### src/rtl/tlul_socket_pkg.sv
// Shared TL-UL channel types, device address map and decode helper for the 1-to-N device socket.
package tlul_socket_pkg;

  localparam int MaxNumDev = 16;

  typedef logic [$clog2(MaxNumDev+1)-1:0] dev_idx_t;

  localparam logic [2:0] OpPutFull    = 3'h0;
  localparam logic [2:0] OpPutPartial = 3'h1;
  localparam logic [2:0] OpGet        = 3'h4;
  localparam logic [2:0] OpAccessAck  = 3'h0;
  localparam logic [2:0] OpAccessAckD = 3'h1;

  typedef struct packed {
    logic [31:0] base;
    logic [31:0] mask;
  } addr_map_t;

  typedef struct packed {
    logic        a_valid;
    logic [2:0]  a_opcode;
    logic [2:0]  a_param;
    logic [1:0]  a_size;
    logic [7:0]  a_source;
    logic [31:0] a_address;
    logic [3:0]  a_mask;
    logic [31:0] a_data;
    logic [15:0] a_user;
    logic        d_ready;
  } tl_h2d_t;

  typedef struct packed {
    logic        d_valid;
    logic [2:0]  d_opcode;
    logic [2:0]  d_param;
    logic [1:0]  d_size;
    logic [7:0]  d_source;
    logic        d_sink;
    logic [31:0] d_data;
    logic [15:0] d_user;
    logic        d_error;
    logic        a_ready;
  } tl_d2h_t;

  // Lowest matching index wins; no match returns num_dev (the error responder slot).
  function automatic dev_idx_t decode(input logic [31:0] addr,
                                      input addr_map_t [MaxNumDev-1:0] map,
                                      input int unsigned num_dev);
    dev_idx_t idx;
    idx = dev_idx_t'(num_dev);
    for (int i = MaxNumDev - 1; i >= 0; i--) begin
      if ((i < int'(num_dev)) && ((addr & map[i].mask) == (map[i].base & map[i].mask))) begin
        idx = dev_idx_t'(i);
      end else begin
        idx = idx;
      end
    end
    return idx;
  endfunction

endpackage

### src/rtl/tlul_err_resp.sv
// One-entry responder that completes unmapped requests with d_error set.
module tlul_err_resp
  import tlul_socket_pkg::*;
(
  input  logic    clk_i,
  input  logic    rst_ni,
  input  tl_h2d_t tl_i,
  output tl_d2h_t tl_o
);

  logic       vld_q, vld_d;
  logic       is_get_q, is_get_d;
  logic [1:0] size_q, size_d;
  logic [7:0] src_q, src_d;
  logic       accept_s;
  logic       unused_tl_s;

  assign unused_tl_s = ^{tl_i.a_param, tl_i.a_address, tl_i.a_mask, tl_i.a_data, tl_i.a_user};

  // Capture on accept; a pending response blocks new requests even if d_ready is high.
  always_comb begin
    accept_s = tl_i.a_valid & ~vld_q;
    vld_d    = vld_q;
    is_get_d = is_get_q;
    size_d   = size_q;
    src_d    = src_q;
    if (accept_s) begin
      vld_d    = 1'b1;
      is_get_d = (tl_i.a_opcode == OpGet);
      size_d   = tl_i.a_size;
      src_d    = tl_i.a_source;
    end else if (vld_q && tl_i.d_ready) begin
      vld_d = 1'b0;
    end else begin
      vld_d = vld_q;
    end
  end

  always_ff @(posedge clk_i or negedge rst_ni) begin
    if (!rst_ni) begin
      vld_q    <= 1'b0;
      is_get_q <= 1'b0;
      size_q   <= 2'd0;
      src_q    <= 8'd0;
    end else begin
      vld_q    <= vld_d;
      is_get_q <= is_get_d;
      size_q   <= size_d;
      src_q    <= src_d;
    end
  end

  always_comb begin
    tl_o          = '0;
    tl_o.a_ready  = ~vld_q;
    tl_o.d_valid  = vld_q;
    tl_o.d_opcode = is_get_q ? OpAccessAckD : OpAccessAck;
    tl_o.d_data   = is_get_q ? 32'hFFFF_FFFF : 32'h0000_0000;
    tl_o.d_size   = size_q;
    tl_o.d_source = src_q;
    tl_o.d_error  = 1'b1;
  end

endmodule

### src/rtl/tlul_dev_socket_1n.sv
// 1-to-N TL-UL device socket: address decode, single-target ordering, outstanding counter, D mux.
module tlul_dev_socket_1n
  import tlul_socket_pkg::*;
#(
  parameter int unsigned             NumDev   = 7,
  parameter int unsigned             MaxOutst = 4,
  parameter logic [NumDev-1:0][31:0] DevBase  = '0,
  parameter logic [NumDev-1:0][31:0] DevMask  = '0
) (
  input  logic                   clk_i,
  input  logic                   rst_ni,
  input  tl_h2d_t                tl_h_i,
  output tl_d2h_t                tl_h_o,
  output tl_h2d_t [NumDev-1:0]   tl_d_o,
  input  tl_d2h_t [NumDev-1:0]   tl_d_i
);

  localparam int unsigned     CntW   = $clog2(MaxOutst + 1);
  localparam dev_idx_t        ErrIdx = dev_idx_t'(NumDev);
  localparam logic [CntW-1:0] CntMax = CntW'(MaxOutst);

  addr_map_t [MaxNumDev-1:0] map_s;
  dev_idx_t                  sel_s, tgt_q, tgt_d;
  logic [CntW-1:0]           cnt_q, cnt_d;
  logic                      busy_s, stall_s, dev_a_ready_s, a_ready_s, a_hs_s, d_hs_s;
  tl_h2d_t                   err_req_s;
  tl_d2h_t                   err_rsp_s, d_mux_s;

  for (genvar g = 0; g < MaxNumDev; g++) begin : g_map
    if (g < NumDev) begin : g_used
      assign map_s[g] = '{base: DevBase[g], mask: DevMask[g]};
    end else begin : g_pad
      assign map_s[g] = '0;
    end
  end

  // Decode and stall: only one target may have requests in flight at a time.
  always_comb begin
    sel_s         = decode(tl_h_i.a_address, map_s, NumDev);
    busy_s        = (cnt_q != '0);
    stall_s       = tl_h_i.a_valid & ((busy_s & (sel_s != tgt_q)) | (cnt_q == CntMax));
    dev_a_ready_s = 1'b0;
    for (int i = 0; i < int'(NumDev); i++) begin
      dev_a_ready_s = dev_a_ready_s | ((sel_s == dev_idx_t'(i)) & tl_d_i[i].a_ready);
    end
    a_ready_s = ~stall_s & ((sel_s == ErrIdx) ? err_rsp_s.a_ready : dev_a_ready_s);
    a_hs_s    = tl_h_i.a_valid & a_ready_s;
  end

  always_comb begin
    err_req_s         = tl_h_i;
    err_req_s.a_valid = tl_h_i.a_valid & (sel_s == ErrIdx) & ~stall_s;
    err_req_s.d_ready = tl_h_i.d_ready & busy_s & (tgt_q == ErrIdx);
    for (int i = 0; i < int'(NumDev); i++) begin
      tl_d_o[i]         = tl_h_i;
      tl_d_o[i].a_valid = tl_h_i.a_valid & (sel_s == dev_idx_t'(i)) & ~stall_s;
      tl_d_o[i].d_ready = tl_h_i.d_ready & busy_s & (tgt_q == dev_idx_t'(i));
    end
  end

  // Responses are only accepted from the current target while something is outstanding.
  always_comb begin
    d_mux_s = err_rsp_s;
    for (int i = 0; i < int'(NumDev); i++) begin
      d_mux_s = (tgt_q == dev_idx_t'(i)) ? tl_d_i[i] : d_mux_s;
    end
    tl_h_o         = d_mux_s;
    tl_h_o.d_valid = d_mux_s.d_valid & busy_s;
    tl_h_o.a_ready = a_ready_s;
    d_hs_s         = d_mux_s.d_valid & busy_s & tl_h_i.d_ready;
  end

  always_comb begin
    case ({a_hs_s, d_hs_s})
      2'b10:   cnt_d = cnt_q + CntW'(1);
      2'b01:   cnt_d = cnt_q - CntW'(1);
      default: cnt_d = cnt_q;
    endcase
    tgt_d = a_hs_s ? sel_s : tgt_q;
  end

  always_ff @(posedge clk_i or negedge rst_ni) begin
    if (!rst_ni) begin
      cnt_q <= '0;
      tgt_q <= '0;
    end else begin
      cnt_q <= cnt_d;
      tgt_q <= tgt_d;
    end
  end

  tlul_err_resp u_err_resp (
    .clk_i  (clk_i),
    .rst_ni (rst_ni),
    .tl_i   (err_req_s),
    .tl_o   (err_rsp_s)
  );

endmodule

### config.mk
export PLATFORM = sky130hd
export DESIGN_NAME = tlul_dev_socket_1n
export DESIGN_NICKNAME = d
export VERILOG_FILES = /design/src/rtl/tlul_socket_pkg.sv /design/src/rtl/tlul_err_resp.sv /design/src/rtl/tlul_dev_socket_1n.sv
export SDC_FILE = /design/constraint.sdc
export NUM_CORES = 1
export LEC_CHECK = 0
export ABC_AREA = 1
export CORE_AREA = 2 2 536 538
export DETAILED_ROUTE_END_ITERATION = 10
export DIE_AREA = 0 0 538 540
export SLEW_MARGIN = 20
export SYNTH_ARGS = -nofsm -noshare
export SYNTH_HDL_FRONTEND = slang
export SYNTH_SLANG_ARGS = --single-unit
### constraint.sdc
create_clock -name clk_i -period 1.74 [get_ports clk_i]
set_input_delay 0.435 -clock clk_i [delete_from_list [all_inputs] [get_ports clk_i]]
set_output_delay 0.435 -clock clk_i [all_outputs]
set_load 0.05 [all_outputs]
==> results of run 1 <==
-- metrics by stage --
stage | util | hold WS (ns) | instance area [um^2] | cells | setup TNS [ns]
floorplan | - | 0.139 | 6140 | 823 | -0.00819
global placement | 0.0182 | 0.540 | 5180 | 3823 | -1.53
detailed placement | 0.0182 | 0.547 | 5180 | 3823 | -1.55
CTS | 0.0187 | 0.406 | 5310 | 3829 | -0.00658
global route | 0.0188 | 0.415 | 5350 | 3832 | -0.0545
finish | 0.0188 | 0.403 | 5350 | 3832 | 0
-- worst min-delay path by stage --
stage / start / to / slack (ns) / cells past startpoint
floorplan: rst_ni / cnt_q[0] / 0.14 / 0
global placement: cnt_q[1] / cnt_q[1] / 0.54 / 2
detailed placement: cnt_q[2] / cnt_q[2] / 0.55 / 2
CTS: rst_ni / cnt_q[0] / 0.41 / 1
global route: rst_ni / cnt_q[0] / 0.42 / 1
finish: rst_ni / cnt_q[1] / 0.40 / 1
-- where the power goes --
| part | internal, mW | total [mW] | switching (mW) |
|---|---|---|---|
| Clock | 0.303 | 0.367 | 0.0647 |
| Sequential | 0.111 | 0.168 | 0.0567 |
| Combinational | 0.319 | 0.765 | 0.446 |
-- timing repair --
| action | 4_1_cts | 5_1_grt |
|---|---|---|
| resized for setup | 16 | 6 |
| endpoints found under the setup margin | 6 | 2 |
| buffers inserted | 2 | 2 |
| pin swaps | 4 | 5 |
-- layout by cell type, fill, tap and decap left out --
master           Yosys  final
clkdlybuf4s50_1      0      1
dlygate4sd2_1        0      4
o21ai_1              0      1
nand2_2              0      2
dfrtp_2              0      2
clkbuf_16            0      3
inv_1                9      5
ha_2                 0      1
inv_2                0      4
dfrtp_1              3      1
fa_2                 0      1
nand3_1              2      2
xnor2_1              1      1
buf_12               0      4
nor3_4               0      2
nand4_1              1      1
a21boi_4             0      1
conb_1               1     12
nand2_1              7      5
clkbuf_1             0      1
diode_2              0      1
buf_4              779     11
buf_6                0      1
nor2_4               0      3
-- cell families (layout without fill, tap and decap cells) --
group / count (synthesis) / after routing
buffers and inverters: 788 / 34
other: 1 / 13
XOR/XNOR: 1 / 1
AO/OA/AOI/OAI: 2 / 2
AND/OR/NAND/NOR: 15 / 15
flip-flops: 3 / 3
adder cells (fa/ha/maj): 2 / 2
-- worst max-delay path, stage by stage, from the launching register on --
cell and delay [ns]:
dfrtp_2 0.41, nor3_4 0.06, buf_4 0.14, nor3_4 0.10, ha_2 0.21, inv_2 0.04
fa_2 0.35, nand2_2 0.08, nand3_1 0.08, nand2_1 0.06, nand2_1 0.05
-- area by class of cell --
| cell class | instances | area [um^2] | share of cell area |
|---|---|---|---|
| inverters | 9 | 33.8 | 0.00632 |
| flip-flops and latches | 3 | 77.6 | 0.0145 |
| clock buffers | 4 | 78.8 | 0.0147 |
| repair buffers | 21 | 219 | 0.0409 |
| diodes | 1 | 2.50 | 0.000468 |
| multi-input cells | 32 | 229 | 0.0428 |
| well taps | 3762 | 4710 | 0.880 |
-- layer usage --
layer,GRT usage,vias up,wire [um]
li1,-,160,-
met1,0.00348,238,1920
met2,0.0764,845,32300
met3,0.0898,222,30400
met4,0.0270,0,4940
met5,0,-,0
==> impl_metrics.env, run 1 <==
export IMPL_synth_xor_area_share=0.00144
export IMPL_ys_seq_elements=3
export IMPL_setup_ws_ns=0.0434
export IMPL_top_register="cnt_q"
export IMPL_core_rowCount=196
export IMPL_synth_top_family_by_area="buffers and inverters"
export IMPL_die_area_um2=291000
export IMPL_synth_simple_area_share=0.0105
export IMPL_cp_required_ns=1.85
export IMPL_vias=1465
export IMPL_synthMuxAreaShare=0
export IMPL_cp_end_kind="flop"
export IMPL_cts_tree="done"
export IMPL_synth_ff_type="dfrtp_1"
export IMPL_ir_drop_mv=0.323
export IMPL_ff2ff_setup_slack_ns=0.04
export IMPL_clock_latency_ns=0.23
export IMPL_area_delta_synth_final_pct=-12.1
export IMPL_synth_common_cells="buf_4, inv_1, nand2_1, dfrtp_1, nor2_1"
export IMPL_synth_top_area_cell="buf_4"
export IMPL_synth_area_per_cell_um2=7.49
export IMPL_antenna_found_initial=2
export IMPL_postRouteAntennaNets=0
export IMPL_cp_start_kind="flop"
export IMPL_drt_iter0_drc=65
export IMPL_place_port_buffers=9
export IMPL_yosysSeqAreaShare=0.0123
export IMPL_maxSlewViolCount=0
export IMPL_first_pass_iters=4
export IMPL_cts_max_level=1
export IMPL_cp_max_fo=3
export IMPL_cts_buffers=3
export IMPL_ys_top_cells_by_area="buf_4, dfrtp_1, inv_1"
export IMPL_worstSetupEndpoint="cnt_q[2]"
export IMPL_largest_reg_flops=3
export IMPL_power_mw=1.30
export IMPL_place_ws_ns=-0.500
export IMPL_setup_viol=0
export IMPL_overflow=0
export IMPL_track_usage=0.0452
export IMPL_num_io_pins=1362
export IMPL_grt_max_degree=8
export IMPL_grt_pass1_vias=1482
export IMPL_synth_top_area_frac=0.962
export IMPL_p_leak_nw=0.340
export IMPL_dieWidth_um=538
export IMPL_period_minus_slack_ns=1.70
export IMPL_synth_cell_types=14
export IMPL_synth_most_common_cell="buf_4"
export IMPL_coreArea_um2=284000
export IMPL_path_class="flop to flop"
export IMPL_cts_hold_buf=0
export IMPL_status="finished, final reports clean"
export IMPL_finalCritPeriodShare=0.975
export IMPL_reg2reg_from="cnt_q[1]"
export IMPL_min_path_type="input port to async pin"
export IMPL_synth_adder_area_share=0.00535
export IMPL_drv_cap=0
export IMPL_synth_edff_count=0
export IMPL_clockBufferDepth=2
export IMPL_r2r_end="cnt_q[2]"
export IMPL_ff2ff_path_depth=10
export IMPL_clkSinkCount=3
export IMPL_dpl_hpwl_um=66200
export IMPL_critPathArrivalTime_ns=1.81
export IMPL_syn_cell_area_um2=6080
export IMPL_drive_above_1_share=0.507
export IMPL_die_height_um=540
export IMPL_max_freq_ghz=0.589
export IMPL_start_util=0.0214
export IMPL_fin_nets=652
export IMPL_cts_root_buf="clkbuf_16"
export IMPL_rsz0062_at_grt="true"
export IMPL_grt_pass1_wl_um=72600
export IMPL_vias_per_cell=0.382
export IMPL_powerDensity_nw_per_um2=243
export IMPL_synth_compound_area_frac=0.00267
export IMPL_hold_viol=0
export IMPL_drt_wl_total_um=69500
export IMPL_place_gp_congestion=0.518
export IMPL_synth_cells=812
export IMPL_drc=0
export IMPL_fillCellCount=34115
export IMPL_critPathLaunch="cnt_q[1]"
export IMPL_post_drt_wl_per_cell_um=18.1
export IMPL_fin_skew_ns=0.00246
export IMPL_async_flop_share=1.00
export IMPL_clk_pin_slew_ns=0.03
export IMPL_top_regs="cnt_q (3)"
export IMPL_yosysWarnings=0
Power figures use the tool's default switching activity.
==> run 2, diff against run 1 <==
--- a/config.mk
+++ b/config.mk
@@ -7,8 +7,10 @@
 export LEC_CHECK = 0
 export ABC_AREA = 1
 export CORE_AREA = 2 2 536 538
+export CTS_BUF_LIST = sky130_fd_sc_hd__clkbuf_8
 export DETAILED_ROUTE_END_ITERATION = 10
 export DIE_AREA = 0 0 538 540
+export PLACE_DENSITY = 0.3
 export SLEW_MARGIN = 20
 export SYNTH_ARGS = -nofsm -noshare
 export SYNTH_HDL_FRONTEND = slang
==> run 2 against run 1 <==
- via count fell by 15%
- clock skew fell by 0.00055 ns
- register-to-register slack barely moved
- critical path depth fell by 3
- core utilization hardly changed
- design area fell by 1.0%
- hold slack better by 0.0012 ns
- combinational power about the same
- sequential share of layout area is essentially flat
- routed wire length is 34% lower
- non-clock buffer count down 4
- first-iteration DRC count down 34%
- critical endpoint is now cnt_q[1]
- highest routed layer unchanged
==> impl_metrics.env, run 2 (same netlist as run 1, synthesis figures left out) <==
export IMPL_fin_nets=648
export IMPL_comb_power_share=0.678
export IMPL_first_pass_iters=3
export IMPL_internal_power_mw=0.584
export IMPL_core_rowCount=196
export IMPL_clkPwrFrac=0.173
export IMPL_grt_pass1_wl_um=48300
export IMPL_drive_above_1_share=0.462
export IMPL_crit_chain="buf_6, a21boi_4, nand2_2, ha_4, inv_4, fa_2, o21ai_2"
export IMPL_grt_pass1_vias=1363
export IMPL_min_path_type="input port to async pin"
export IMPL_fin_skew_ns=0.00191
export IMPL_place_gp_congestion=0.489
export IMPL_power_mw=1.13
export IMPL_drt_iter0_drc=43
export IMPL_ff2ff_path_depth=7
export IMPL_clock_latency_ns=0.21
export IMPL_vias=1240
export IMPL_drv_cap=0
export IMPL_hold_viol=0
export IMPL_final_common_cell="conb_1"
export IMPL_setup_ws_ns=0.0377
export IMPL_p_seq_frac=0.149
export IMPL_postRouteAntennaNets=0
export IMPL_cp_depth=7
export IMPL_slowest_delay_ns=0.43
export IMPL_powerDensity_nw_per_um2=213
export IMPL_period_minus_slack_ns=1.70
export IMPL_cp_end_kind="flop"
export IMPL_area_delta_synth_final_pct=-13.0
export IMPL_antenna_found_initial=2
export IMPL_cp_slowest_cell="fa_2"
export IMPL_layout_common_cells="conb_1, inv_1, nand2_1, buf_4"
export IMPL_top_register="cnt_q"
export IMPL_status="finished, final reports clean"
export IMPL_finalCritPeriodShare=0.978
export IMPL_cts_root_buf="clkbuf_8"
export IMPL_cts_max_level=1
export IMPL_swShare=0.481
export IMPL_maxSlewViolCount=0
export IMPL_cp_required_ns=1.88
export IMPL_cp_max_fo=3
export IMPL_cp_start_kind="flop"
export IMPL_path_class="flop to flop"
export IMPL_critPathTopFamily="adder cells"
export IMPL_ir_drop_mv=0.303
export IMPL_drt_wl_total_um=45800
export IMPL_place_port_buffers=9
export IMPL_path_buf_inv=2
export IMPL_dpl_hpwl_um=43400
export IMPL_critPathArrivalTime_ns=1.84
export IMPL_clkSinkCount=3
export IMPL_grt_max_degree=8
export IMPL_largest_reg_flops=3
export IMPL_track_usage=0.0293
export IMPL_coreArea_um2=284000
export IMPL_p_leak_nw=0.313
export IMPL_cts_hold_buf=0
export IMPL_start_util=0.0214
export IMPL_max_freq_ghz=0.587
export IMPL_cts_tree="done"
export IMPL_drc=0
export IMPL_die_area_um2=291000
export IMPL_vias_per_cell=0.324
export IMPL_rsz0062_at_grt="true"
export IMPL_p_sw_mw=0.542
export IMPL_cts_buffers=3
export IMPL_clk_pin_slew_ns=0.03
export IMPL_clockBufferDepth=2
export IMPL_overflow=0
export IMPL_dieWidth_um=538
export IMPL_top_regs="cnt_q (3)"
export IMPL_place_ws_ns=-0.449
export IMPL_post_drt_wl_per_cell_um=12.0
export IMPL_num_io_pins=1362
export IMPL_setup_viol=0
export IMPL_die_height_um=540
## run 2: path summary, 6_finish.rpt
check / startpoint / end / slack, ns
worst max-delay path: cnt_q[2] / cnt_q[1] / 0.04
worst min-delay path: rst_ni / cnt_q[2] / 0.40
max in group asynchronous: rst_ni / cnt_q[0] / 1.18
worst max register to register: cnt_q[2] / cnt_q[1] / 0.04
min in group clk_i: cnt_q[0] / cnt_q[0] / 0.64
worst min register to register: cnt_q[0] / cnt_q[0] / 0.64
## run 2: area by class of cell
class                   count  area, um^2
fillers                 34097      279000
clock buffers               3        41.3
diodes                      1        2.50
multi-input cells          32         229
flip-flops and latches      3        77.6
well taps                3762        4710
inverters                   9        36.3
clock inverters             1        3.75
repair buffers             17         196
## run 2: power by group through the flow
stage | clock (mW) | combinational [mW] | sequential (mW)
2_1_floorplan | 0 | 5.08 | 0.148
3_3_place_gp | 0 | 0.696 | 0.137
3_5_place_dp | 0 | 0.694 | 0.136
4_1_cts | 0.202 | 0.728 | 0.141
5_1_grt | 0.208 | 0.855 | 0.173
6_report | 0.195 | 0.763 | 0.168
## run 2: repair_timing
item | in CTS | in global routing
buffers inserted | 0 | 3
resized for setup | 13 | 10
pin swaps | 5 | 6
endpoints found under the hold margin | 0 | 0
setup endpoints to repair | 6 | 5
## run 2: per-layer routing
layer,track usage,part of all wire,vias up,routed length (um)
li1,-,-,153,-
met1,0.00302,0.032,212,1480
met2,0.0438,0.41,546,18800
met3,0.0543,0.42,329,19200
met4,0.0344,0.14,0,6190
met5,0.000167,0,-,0
## run 2: worst register-to-register path: stages (launching register included)
cell and delay [ns]:
dfrtp_1 0.41, buf_6 0.15, a21boi_4 0.17, nand2_2 0.09
ha_4 0.18, inv_4 0.05, fa_2 0.43, o21ai_2 0.14
## run 2: metrics by stage
| stage | hold slack (ns) | TNS [ns] | utilization | area (um^2) | instances |
|---|---|---|---|---|---|
| 6_report | 0.404 | 0 | 0.0186 | 5290 | 3828 |
| 5_1_grt | 0.414 | -0.0521 | 0.0186 | 5290 | 3828 |
| 4_1_cts | 0.403 | 0 | 0.0184 | 5230 | 3824 |
| 3_5_place_dp | 0.546 | -1.39 | 0.0181 | 5160 | 3820 |
| 3_3_place_gp | 0.573 | -1.39 | 0.0181 | 5160 | 3820 |
| 2_1_floorplan | 0.139 | -0.00819 | - | 6140 | 823 |
==> run 3, diff against run 2 <==
--- a/config.mk
+++ b/config.mk
@@ -10,7 +10,6 @@
 export CTS_BUF_LIST = sky130_fd_sc_hd__clkbuf_8
 export DETAILED_ROUTE_END_ITERATION = 10
 export DIE_AREA = 0 0 538 540
-export PLACE_DENSITY = 0.3
 export SLEW_MARGIN = 20
 export SYNTH_ARGS = -nofsm -noshare
 export SYNTH_HDL_FRONTEND = slang
==> run 3 against run 2 <==
- sequential cell count stayed put
- worst setup slack got worse by 0.0031 ns
- combinational power up 2%
- sequential power is essentially flat
- first-iteration DRC count is 130% higher
- core utilization about the same
- sequential share of layout area hardly changed
- critical path type is now flop to output port
- largest power group unchanged
==> impl_metrics.env, run 3 (same netlist as run 1, synthesis figures left out) <==
export IMPL_place_ws_ns=-0.500
export IMPL_grt_pass1_vias=1469
export IMPL_cp_start_kind="flop"
export IMPL_cts_buffers=3
export IMPL_r2r_end="cnt_q[1]"
export IMPL_power_mw=1.14
export IMPL_fin_area_um2=5330
export IMPL_dpl_cell_area_um2=5180
export IMPL_dpl_hpwl_um=66200
export IMPL_slowest_delay_ns=0.43
export IMPL_drc=0
export IMPL_cp_required_ns=1.30
export IMPL_wl_met1_um=1890
export IMPL_drv_cap=0
export IMPL_reg2reg_from="cnt_q[2]"
export IMPL_path_class="flop to output port"
export IMPL_die_height_um=540
export IMPL_first_pass_iters=3
export IMPL_cts_hold_buf=0
export IMPL_hold_viol=0
export IMPL_path_buf_inv=2
export IMPL_fin_nets=651
export IMPL_vias_per_cell=0.375
export IMPL_drive_above_1_share=0.529
export IMPL_p_leak_nw=0.329
export IMPL_clk_pin_slew_ns=0.03
export IMPL_top_register="cnt_q"
export IMPL_vias=1438
export IMPL_cts_tree="done"
export IMPL_critPathTopFamily="flip-flops"
export IMPL_finalCritPeriodShare=0.980
export IMPL_cts_max_level=1
export IMPL_fillCellCount=34124
export IMPL_top_layer="met4"
export IMPL_rsz0062_at_grt="true"
export IMPL_cp_end_kind="output port"
export IMPL_maxSlewViolCount=0
export IMPL_cp_max_fo=3
export IMPL_ff2ff_path_depth=7
export IMPL_ff2ff_setup_slack_ns=0.06
export IMPL_post_drt_wl_per_cell_um=18.1
export IMPL_track_usage=0.0452
export IMPL_crit_chain="nor3_4, buf_6, nor2_2, buf_12"
export IMPL_grt_max_degree=8
export IMPL_setup_ws_ns=0.0346
export IMPL_critPathArrivalTime_ns=1.27
export IMPL_core_rowCount=196
export IMPL_start_util=0.0214
export IMPL_die_area_um2=291000
export IMPL_max_freq_ghz=0.586
export IMPL_place_gp_congestion=0.518
export IMPL_overflow=0
export IMPL_drt_iter0_drc=99
export IMPL_cts_root_buf="clkbuf_8"
export IMPL_postRouteAntennaNets=0
export IMPL_ir_drop_mv=0.255
export IMPL_fin_skew_ns=0.00100
export IMPL_layout_common_cells="conb_1, buf_4, inv_1"
export IMPL_cp_slowest_cell="dfrtp_2"
export IMPL_area_delta_synth_final_pct=-12.4
export IMPL_antenna_found_initial=2
export IMPL_place_port_buffers=9
export IMPL_clock_latency_ns=0.22
export IMPL_clockBufferDepth=2
export IMPL_setup_viol=0
export IMPL_coreArea_um2=284000
export IMPL_min_path_type="input port to async pin"
export IMPL_powerDensity_nw_per_um2=215
export IMPL_final_common_cell="conb_1"
export IMPL_grt_pass1_wl_um=72500
export IMPL_clkSinkCount=3
export IMPL_status="finished, final reports clean"
export IMPL_period_minus_slack_ns=1.71
export IMPL_dieWidth_um=538
export IMPL_wl_met3_um=30300
export IMPL_num_io_pins=1362
export IMPL_top_regs="cnt_q (3)"
export IMPL_drt_wl_total_um=69500
export IMPL_largest_reg_flops=3
export IMPL_wl_met2_um=32300
-- run 3: cell count changes in the layout (fill, tap and decap cells not counted), sizes merged --
cell  delta
buf      +3
-- run 3: how the worst max path moves through the flow --
stage,start,end,slack [ns],cells past startpoint
6_report,cnt_q[1],tl_h_o[67],0.03,4
5_1_grt,tl_d_i[67],cnt_q[2],-0.01,10
4_1_cts,cnt_q[0],cnt_q[2],-0.006,10
3_5_place_dp,tl_h_i[0],cnt_q[2],-0.50,10
3_3_place_gp,tl_h_i[0],cnt_q[2],-0.50,10
2_1_floorplan,cnt_q[0],cnt_q[2],-0.008,10
-- run 3: area by class of cell --
cell class	instances	area [um^2]	share of cell area
timing repair buffer	20	219	0.0411
tap	3762	4710	0.884
inverter	9	33.8	0.00634
clock buffer	3	41.3	0.00775
multi-input combinational	32	244	0.0458
clock inverter	1	3.75	0.000705
antenna	1	2.50	0.000470
sequential	3	76.3	0.0143
-- run 3: worst register-to-register path: stages (launching register included) --
cell and delay [ns]:
dfrtp_1 0.41, buf_6 0.14, a21boi_4 0.16, nand2_2 0.09, ha_4 0.17, inv_2 0.06
fa_2 0.42, o21ai_1 0.15
-- run 3: repair_timing --
| item | CTS | global route |
|---|---|---|
| pin swaps | 5 | 8 |
| buffers inserted | 1 | 2 |
| resized for setup | 15 | 11 |
| endpoints found under the setup margin | 6 | 4 |
-- run 3: power by group --
group          switching (mW)  total [mW]  internal, mW
sequential             0.0580       0.167         0.109
combinational           0.450       0.778         0.328
clock                  0.0476       0.198         0.150
total                   0.556        1.14         0.587
-- run 3: layer usage --
layer  up-vias  GRT usage
met1       225    0.00346
met5         -          0
li1        158          -
met3       215     0.0898
met4         0     0.0271
met2       840     0.0763
-- run 3: metrics by stage --
| step | std cells | utilization | setup TNS (ns) | hold WS, ns |
|---|---|---|---|---|
| finish | 3831 | 0.0187 | 0 | 0.407 |
| floorplan | 823 | - | -0.00819 | 0.139 |
| CTS | 3828 | 0.0185 | -0.00628 | 0.412 |
| detailed placement | 3823 | 0.0182 | -1.55 | 0.547 |
| global route | 3831 | 0.0187 | -0.0141 | 0.419 |
| global placement | 3823 | 0.0182 | -1.53 | 0.540 |
